===== src/rtl/uart_pkg.sv =====
// Shared definitions for the UART receive control block.
package uart_pkg;

  // Control state encoding
  typedef enum logic [1:0] {
    OFF = 2'd0,
    ARM = 2'd1,
    RUN = 2'd2
  } rx_state_t;

  // Receiver oversampling ratio
  localparam int SAMPLES_PER_BIT = 5;

  // Divider value loaded at reset
  localparam logic [9:0] DIV_DEFAULT = 10'd216;

  // Number of cycles rx_en stays low while re-arming
  localparam int ARM_CYCLES = 2;

endpackage


===== src/rtl/uart_rx_fifo.sv =====
// Show-ahead byte FIFO with separate occupancy count.
// A push into a full FIFO is dropped (push_drop) unless a pop happens in the same cycle.
module uart_rx_fifo #(
  parameter int DEPTH_LOG2 = 3
) (
  input  logic                  clk,
  input  logic                  rst,
  input  logic                  push,
  input  logic [7:0]            push_data,
  input  logic                  pop,
  output logic [7:0]            rd_data,
  output logic                  rd_valid,
  output logic [DEPTH_LOG2:0]   count,
  output logic                  push_drop
);

  localparam int DEPTH = 1 << DEPTH_LOG2;

  logic [7:0]            mem [DEPTH];
  logic [DEPTH_LOG2-1:0] wr_ptr;
  logic [DEPTH_LOG2-1:0] rd_ptr;
  logic [DEPTH_LOG2:0]   count_q;
  logic                  empty;
  logic                  full;
  logic                  do_pop;
  logic                  do_push;

  assign empty     = (count_q == '0);
  assign full      = (count_q == (DEPTH_LOG2+1)'(DEPTH));
  assign do_pop    = pop && !empty;
  assign do_push   = push && (!full || do_pop);
  assign push_drop = push && full && !do_pop;

  assign count    = count_q;
  assign rd_valid = !empty;
  assign rd_data  = empty ? 8'h00 : mem[rd_ptr];

  // Pointer and occupancy update; pointers wrap naturally at DEPTH
  always_ff @(posedge clk or posedge rst) begin
    if (rst) begin
      wr_ptr  <= '0;
      rd_ptr  <= '0;
      count_q <= '0;
    end else begin
      if (do_push) wr_ptr <= wr_ptr + 1'b1;
      if (do_pop)  rd_ptr <= rd_ptr + 1'b1;
      case ({do_push, do_pop})
        2'b10:   count_q <= count_q + 1'b1;
        2'b01:   count_q <= count_q - 1'b1;
        default: count_q <= count_q;
      endcase
    end
  end

  // Storage write; contents are only visible through the count-gated head
  always_ff @(posedge clk) begin
    if (do_push) mem[wr_ptr] <= push_data;
  end

endmodule


===== src/rtl/uart_rx_ctrl.sv =====
// Receive control: enable/re-arm sequencing, divider register, byte FIFO,
// sticky overrun and idle-line timeout detection.
module uart_rx_ctrl
  import uart_pkg::*;
#(
  parameter int         DEPTH_LOG2 = 3,
  parameter int         IDLE_BITS  = 20,
  parameter logic [9:0] DIV_RST    = DIV_DEFAULT
) (
  input  logic                  clk,
  input  logic                  rst,
  input  logic                  rx_enable,
  input  logic                  cfg_wr,
  input  logic [9:0]            cfg_div,
  output logic                  rx_en,
  output logic [9:0]            over_sample_clk_cnt,
  input  logic [7:0]            rx_byte,
  input  logic                  rx_byte_dv,
  input  logic                  rd_en,
  output logic [7:0]            rd_data,
  output logic                  rd_valid,
  output logic [DEPTH_LOG2:0]   fifo_count,
  output logic                  overrun,
  input  logic                  clr_overrun,
  output logic                  idle_timeout
);

  localparam int         IDLE_LIMIT = SAMPLES_PER_BIT * IDLE_BITS;
  localparam int         IDLE_W     = $clog2(IDLE_LIMIT + 1);
  localparam logic [1:0] ARM_LAST   = 2'(ARM_CYCLES - 1);

  rx_state_t         state;
  rx_state_t         state_next;
  logic [1:0]        arm_cnt;
  logic [1:0]        arm_cnt_next;
  logic [9:0]        div_q;
  logic [9:0]        tick_cnt;
  logic              tick;
  logic              push;
  logic              push_drop;
  logic [IDLE_W-1:0] idle_cnt;
  logic              armed;

  assign over_sample_clk_cnt = div_q;
  assign push = rx_byte_dv && (state == RUN);
  assign tick = (state == RUN) && (tick_cnt == '0);

  // Next-state logic: any divider write restarts the arm count so the
  // receiver is only enabled once the new divider has settled
  always_comb begin
    state_next   = state;
    arm_cnt_next = arm_cnt;
    case (state)
      OFF: begin
        if (rx_enable) begin
          state_next   = ARM;
          arm_cnt_next = '0;
        end
      end
      ARM: begin
        if (!rx_enable) begin
          state_next = OFF;
        end else if (cfg_wr) begin
          arm_cnt_next = '0;
        end else if (arm_cnt == ARM_LAST) begin
          state_next = RUN;
        end else begin
          arm_cnt_next = arm_cnt + 1'b1;
        end
      end
      RUN: begin
        if (!rx_enable) begin
          state_next = OFF;
        end else if (cfg_wr) begin
          state_next   = ARM;
          arm_cnt_next = '0;
        end
      end
      default: begin
        state_next   = OFF;
        arm_cnt_next = '0;
      end
    endcase
  end

  // State register, registered enable and divider register
  always_ff @(posedge clk or posedge rst) begin
    if (rst) begin
      state   <= OFF;
      arm_cnt <= '0;
      rx_en   <= 1'b0;
      div_q   <= DIV_RST;
    end else begin
      state   <= state_next;
      arm_cnt <= arm_cnt_next;
      rx_en   <= (state_next == RUN);
      if (cfg_wr) div_q <= cfg_div;
    end
  end

  // Sample-tick generator: one tick every div_q+1 clocks while running
  always_ff @(posedge clk or posedge rst) begin
    if (rst) begin
      tick_cnt <= DIV_RST;
    end else if (state != RUN || tick_cnt == '0) begin
      tick_cnt <= div_q;
    end else begin
      tick_cnt <= tick_cnt - 1'b1;
    end
  end

  // Idle-line detection: a single pulse per burst, re-armed by any received byte
  always_ff @(posedge clk or posedge rst) begin
    if (rst) begin
      idle_cnt     <= '0;
      armed        <= 1'b0;
      idle_timeout <= 1'b0;
    end else begin
      idle_timeout <= 1'b0;
      if (state != RUN) begin
        idle_cnt <= '0;
        armed    <= 1'b0;
      end else if (push) begin
        idle_cnt <= '0;
        armed    <= 1'b1;
      end else if (tick && idle_cnt != IDLE_W'(IDLE_LIMIT)) begin
        idle_cnt <= idle_cnt + 1'b1;
        if (armed && idle_cnt == IDLE_W'(IDLE_LIMIT - 1)) begin
          idle_timeout <= 1'b1;
          armed        <= 1'b0;
        end
      end
    end
  end

  // Sticky overrun; a drop in the same cycle as a clear keeps the flag set
  always_ff @(posedge clk or posedge rst) begin
    if (rst) begin
      overrun <= 1'b0;
    end else if (push_drop) begin
      overrun <= 1'b1;
    end else if (clr_overrun) begin
      overrun <= 1'b0;
    end
  end

  uart_rx_fifo #(
    .DEPTH_LOG2(DEPTH_LOG2)
  ) u_fifo (
    .clk       (clk),
    .rst       (rst),
    .push      (push),
    .push_data (rx_byte),
    .pop       (rd_en),
    .rd_data   (rd_data),
    .rd_valid  (rd_valid),
    .count     (fifo_count),
    .push_drop (push_drop)
  );

endmodule


===== config.mk =====
export PLATFORM = sky130hd
export DESIGN_NAME = uart_rx_ctrl
export DESIGN_NICKNAME = d
export VERILOG_FILES = /design/src/rtl/uart_pkg.sv /design/src/rtl/uart_rx_fifo.sv /design/src/rtl/uart_rx_ctrl.sv
export SDC_FILE = /design/constraint.sdc
export NUM_CORES = 1
export LEC_CHECK = 0
export ABC_AREA = 1
export CAP_MARGIN = 40
export CORE_AREA = 2 2 122 124
export CTS_CLUSTER_DIAMETER = 50
export DETAILED_ROUTE_END_ITERATION = 10
export DIE_AREA = 0 0 124 126
export HOLD_SLACK_MARGIN = 0.08
export PLACE_DENSITY = 0.58
export SYNTH_ARGS = -nofsm -noshare
export SYNTH_HDL_FRONTEND = slang
export SYNTH_HIERARCHICAL = 1
export SYNTH_SLANG_ARGS = --single-unit

===== constraint.sdc =====
create_clock -name clk -period 6 [get_ports clk]
set_clock_uncertainty 0.2 [all_clocks]
set_input_delay 1.2 -clock clk [delete_from_list [all_inputs] [get_ports clk]]
set_output_delay 1.2 -clock clk [all_outputs]
set_load 0.03 [all_outputs]

---- Yosys cells after proc, flatten, opt, wreduce, memory -nomap -nowiden ----
Memories as Yosys holds them, arrays and structs flattened.
Cells that the tools add are included.
operators by class
  equality and inequality tests ........... 15
  mux-type cells .......................... 32
  add/sub/neg operators ................... 7
  reductions and logical operators ........ 22
operators by type and width
  operator                                                               number
  2-bit two-way mux                                                      12
  7-bit two-way mux                                                      3
  1-bit two-way mux                                                      12
  2-bit one-hot mux with 3 select lines                                  2
  10-bit logical NOT                                                     1
  10-bit two-way mux                                                     1
  2-bit inequality test (second input constant)                          5
  10-bit by 1-bit subtractor with 10-bit output (second input constant)  1
  1-bit logical AND                                                      8
  8-bit two-way mux                                                      1
  4-bit one-hot mux with 2 select lines                                  1
  7-bit by 1-bit adder with 7-bit output (second input constant)         1
  7-bit == test (second input constant)                                  1
  7-bit inequality test (second input constant)                          1
  3-bit by 1-bit adder with 3-bit output (second input constant)         2
  2-bit by 1-bit == test with 1-bit output (second input constant)       3
  2-bit == test (second input constant)                                  3
  3-bit nonzero test                                                     2
  5-bit AND reduction                                                    1
  4-bit by 1-bit adder with 4-bit output (second input constant)         1
  4-bit == test (second input constant)                                  1
  4-bit logical NOT                                                      1
  2-bit nonzero test                                                     2
  4-bit by 1-bit subtractor with 4-bit output (second input constant)    1
  other kinds (6)                                                        9
storage, ports and cells
  register bits after elaboration ......... 45
  output and inout bits ................... 26
  memories ................................ 1
  input bits .............................. 25
  RAM bits ................................ 64
memory list
  name        depth  width  read ports  clocked after Yosys merged registers in  write ports  line                source
  u_fifo.mem  8      8      1           0                                        1            uart_rx_fifo.sv:19  logic [7:0] mem [DEPTH];

---- Longest topological paths before layout ----
  depth after elaboration ................. 7
  mapped depth ............................ 16
  mapped depth without buffers ............ 16

---- By module ----
Netlist, hierarchy kept.
by module, submodules not included
  module        area each (µm²)  times used  cells an instance  seq. area each (µm²)
  uart_rx_fifo  3130.5           1           264                2172.1
  uart_rx_ctrl  1920.6           1           235                885.8

---- Worst setup path after synthesis ----
OpenSTA, ideal clock, no wires.
  path kind ............................... reg2out
  start point ............................. reg u_fifo.count_q[2] (netlist: u_fifo/count[2])
  end point ............................... out rd_data[0]
  data required time ...................... 4.600 ns
  path buffers ............................ 1
  arrival time ............................ 1.586 ns
  cell stages (with the launch flop) ...... 6
  slack ................................... 3.014 ns
  cells stage by stage .................... dfrtp_1 -> nor2_1 -> nand2_2 -> buf_2 -> o21ai_0 -> nor2_1
between the ends
  word-level cells in the longest chain between the ends .. 2
ends and longest elaborated chain
  what                    line                source
  start, declared         uart_rx_fifo.sv:22  logic [DEPTH_LOG2:0] count_q;
  start signal, assigned  uart_rx_fifo.sv:48  2'b10: count_q <= count_q + 1'b1;
  start signal, assigned  uart_rx_fifo.sv:49  2'b01: count_q <= count_q - 1'b1;
  start signal, assigned  uart_rx_fifo.sv:50  default: count_q <= count_q;
  4-bit logical NOT       uart_rx_fifo.sv:28  assign empty = (count_q == '0);
  8-bit two-way mux       uart_rx_fifo.sv:36  assign rd_data = empty ? 8'h00 : mem[rd_ptr];
  end, declared           uart_rx_ctrl.sv:20  output logic [7:0] rd_data,
Every way passes these cells.

---- Final worst setup path ----
  start point ............................. reg u_fifo.rd_ptr[0]
  end point ............................... out rd_data[7]
between the ends
  word-level cells in the longest chain between the ends .. 2
ends and longest elaborated chain
  what                    line                source
  start, declared         uart_rx_fifo.sv:21  logic [DEPTH_LOG2-1:0] rd_ptr;
  start signal, assigned  uart_rx_fifo.sv:46  if (do_pop) rd_ptr <= rd_ptr + 1'b1;
  memory 8 x 8 bit        n/a
  8-bit two-way mux       uart_rx_fifo.sv:36
Every way passes these cells.

==> results.md <==
* Fin util at between 40% and 50%
* Count of maximum capacitance violations at 0
* RSZ-0062 raised after global routing: no
* Mean post-synth cell area at approximately 10 um^2
* Net count reported at finish at 580
* Die area at about 0.016 mm^2
* Largest family of logic cells by synthesized area: simple AND/OR/NAND/NOR gates
* Net Sw Frac at around 36%
* Gpl congestion at ~0.78
* Reg2Reg Depth at 6
* Achievable Freq at about 240 MHz
* CP Launch Type: flip-flop
* CP dominant cell by count: o21ai_0
* CP Max Fanout at 25
* Setup Viol. Count Final at 0
* 1st-iter DRT viols at ~210
* Largest net degree at the start of global routing at 35
* Slew headroom at around two fifths
* Drt via density at approximately 4.7
* Chip height at between 100 and 150 um
* H-tree depth at 3
* Pwr dens at 384.4 mW/mm^2
* Internal Power at ~1.5 mW
* CTS Hold Bufs at 0
* Slew @ Worst Pin at between 0.8 and 0.9 ns
* CP peak stage delay at approximately 0.65 ns
* Min-Delay Path Depth at 1
* Postcts setup bufs at 0
* Required time worst endpoint at between 4 and 5 ns
* Ordered list of cells on the worst path: buf_4 -> inv_2 -> o21ai_0 -> o21ai_0 -> o21ai_0 -> nor2_1 -> clkdlybuf4s50_1
* Leakage power total at about 2.4 nW
* Skew-Pair Late Insertion Delay at about 0.36 ns
* Hold Startpoint: tick_cnt[0]$_DFF_PP0_
* Die width at roughly 120 um
* Clk pwr share at between 20% and 30%
* Routed len/inst at 13.47 um
* Share of cells above drive strength 1 at about a tenth
* Clk root buf: clkbuf_16
* Adder-cell share of the synthesized area at about 1.7%
* Simple-gate portion of the synthesized area at roughly a fifth
* Core area at between 0.01 and 0.015 mm^2
* Flops & latches, synth at about 110
* Status: completed
* Sequential power share at 41.1%
* ANT nets after route at 0
* Vias at between 3000 and 4000
* CTS tree: yes
* Hold Slack at 0.2534 ns
* Clk sink count at approximately 110
* Period utilization at a little under 70%
* Hold WC Path Type: reg -> reg
* Remaining global-route overflow at 0
* Clock slew at reported path FFs at approximately 0.070 ns
* Initial antenna violation count at 0
* Unique masters post-synth at 37
* Synth Area in Compound Gates at 7.877%
* Hold path endpoint: tick_cnt[0]$_DFF_PP0_
* Vias in the first global route at approximately 3300
* Min Clock Period, post-route at between 4 and 5 ns
* Syn Inst Count at ~500
* Slowest CP cell: dfrtp_1
* Final hold viol count at 0
* TritonCTS buffer count at 9
* DRC Markers at 0
* CTS Buffer Depth at 2
* FF-to-FF Start: state[0]$_DFF_PP0_
* Net Sw Power at 0.8338 mW
* Ys Warns at 6
* CP delay by family, top: buffers and inverters
* DR pass1 iterations at 4
* Antenna diodes at 0
* Syn nets at ~530
* I/O pins at 51
* DP HPWL at approximately 7000 um
* Comb pwr share at between 30% and 40%
* Setup_tns at 0 ns
* Final Slew Violations at 0
* Global-route wire length before repair at 16690 um
* Post-Synth XOR/XNOR Area at approximately 2.1%
* CP bufs+invs at 3
* Port bufs at 50
* Rows at 44
* Mux contribution to synthesized area at under 10%
* Synthesized area at between 0.005 and 0.006 mm^2
* Critical Path End Type: output port
* P&R area growth vs syn at 18.90%
* Seq/Total Area, Yosys at about 61%
* CP Data Arrival Time at roughly 2.8 ns
* All-layer global routing usage at between 10% and 20%
* Crit Path Class: reg -> out
* R2R Setup Slk at between 3 and 4 ns
* Final wirelength at 9929 um
* # resized after CTS at 0
* Starting Density at 35.29%
* VDD IR max at about 0.15 mV
* R2r endpoint: u_fifo/mem[4][6]$_DFFE_PP_
[layer usage]
| layer | track usage (%) | share of wire (%) | vias to the layer above |
|---|---|---|---|
| met5 | 0 | 0 | - |
| met4 | 4.362 | 1.5 | 0 |
| met3 | 3.442 | 4.7 | 11 |
| met2 | 21.91 | 47 | 78 |
| met1 | 18.27 | 47 | 1647 |
| li1 | - | - | 1763 |
[final cells by class]
cell class	instances	area (um^2)
Clock buffer	9	225.2
Clock inverter	7	80.08
Fill cell	1381	8308
Inverter	39	151.4
Multi-Input combinational cell	337	1745
Sequential cell	109	3058
Tap cell	184	230.2
Timing Repair Buffer	52	515.5
[per-stage QoR]
stage	cell area [um^2]	setup WS, ns	total power [mW]	cells
finish	6006	1.839	2.309	737
global route	6006	1.627	2.464	737
CTS	6006	1.849	2.335	737
detailed placement	5700	2.250	1.714	721
global placement	5700	2.243	1.705	721
floorplan	5051	3.014	1.476	499
[kinds of logic after synthesis]
kind of cell,Yosys count
AO/OA/AOI/OAI,73
XOR/XNOR,12
adder cells (fa/ha/maj),7
buffers and inverters,53
flip-flops,109
multiplexers,9
AND/OR/NAND/NOR,236
[synthesized netlist by cell type]
cell type	count	share of area [%]
nand2_1	101	7.5
nor2_1	86	6.4
edfxtp_1	64	38
o21ai_0	45	4.5
dfrtp_1	37	18
inv_1	32	2.4
nand3_1	19	1.9
o21ai_1	12	1.2
xor2_1	10	1.7
dfstp_2	8	4.2
mux2i_1	8	1.6
o22ai_1	8	0.99
ha_1	7	1.7
inv_2	6	0.45
buf_2	5	0.50
nand2_2	5	0.62
nand4_1	4	0.50
nor2_4	4	0.89
nor3_1	4	0.40
buf_4	3	0.45
clkbuf_1	3	0.22
nand2_4	3	0.67
o21ai_2	3	0.52
o21bai_1	3	0.45
buf_6	2	0.45
nand3_2	2	0.40
nand3b_1	2	0.30
nor2_2	2	0.25
nor2_8	2	0.79
xnor2_1	2	0.35
a21oi_1	1	0.099
a21oi_2	1	0.17
buf_8	1	0.30
inv_6	1	0.17
mux2_2	1	0.22
nand3_4	1	0.35
or2_1	1	0.12
[power by group through the flow]
stage	Combinational [mW]	Clock [mW]	Sequential [mW]
floorplan	0.528	0	0.948
global placement	0.743	0	0.962
detailed placement	0.751	0	0.963
CTS	0.753	0.634	0.948
global route	0.833	0.666	0.965
finish	0.747	0.614	0.948
[placed cells by master, fill, tap and decap left out, types with 2 or more instances in the layout]
| cell type | count |
|---|---|
| xnor2_1 | 2 |
| o22ai_1 | 8 |
| o21bai_1 | 3 |
| o21ai_0 | 45 |
| clkbuf_16 | 9 |
| nand2_1 | 101 |
| clkdlybuf4s50_1 | 50 |
| nor2_4 | 4 |
| inv_2 | 6 |
| mux2i_1 | 8 |
| inv_6 | 2 |
| nor2_1 | 86 |
| nor3_1 | 4 |
| nand2_4 | 3 |
| o21ai_2 | 3 |
| nand2_2 | 5 |
| nand3b_1 | 2 |
| dfstp_2 | 8 |
| o21ai_1 | 12 |
| nor2_8 | 2 |
| inv_8 | 2 |
| nor2_2 | 2 |
| nand3_1 | 19 |
| nand4_1 | 4 |
| xor2_1 | 10 |
| edfxtp_1 | 64 |
| dfrtp_1 | 37 |
| ha_1 | 7 |
| buf_4 | 2 |
| inv_1 | 32 |
| nand3_2 | 2 |
[worst max path at each step]
| stage | from | to | depth (start not counted) |
|---|---|---|---|
| 2_1_floorplan | u_fifo/count[2]$_DFFE_PP0P_ | rd_data[0] | 5 |
| 3_3_place_gp | u_fifo/rd_ptr[0]$_DFFE_PP0N_ | rd_data[7] | 7 |
| 3_5_place_dp | u_fifo/rd_ptr[0]$_DFFE_PP0N_ | rd_data[6] | 7 |
| 4_1_cts | u_fifo/rd_ptr[0]$_DFFE_PP0N_ | rd_data[7] | 7 |
| 5_1_grt | u_fifo/rd_ptr[0]$_DFFE_PP0N_ | rd_data[7] | 7 |
| 6_report | u_fifo/rd_ptr[0]$_DFFE_PP0N_ | rd_data[7] | 7 |
[flip-flops by register name (all words and copies together) (netlist names), 2 cells and up]
signal / flops
u_fifo/count: 4
arm_cnt: 2
u_fifo/rd_ptr: 3
over_sample_clk_cnt: 10
state: 2
tick_cnt: 10
u_fifo/wr_ptr: 3
u_fifo/mem: 64
idle_cnt: 7
Note: power is estimated with default switching activity, not from simulation.
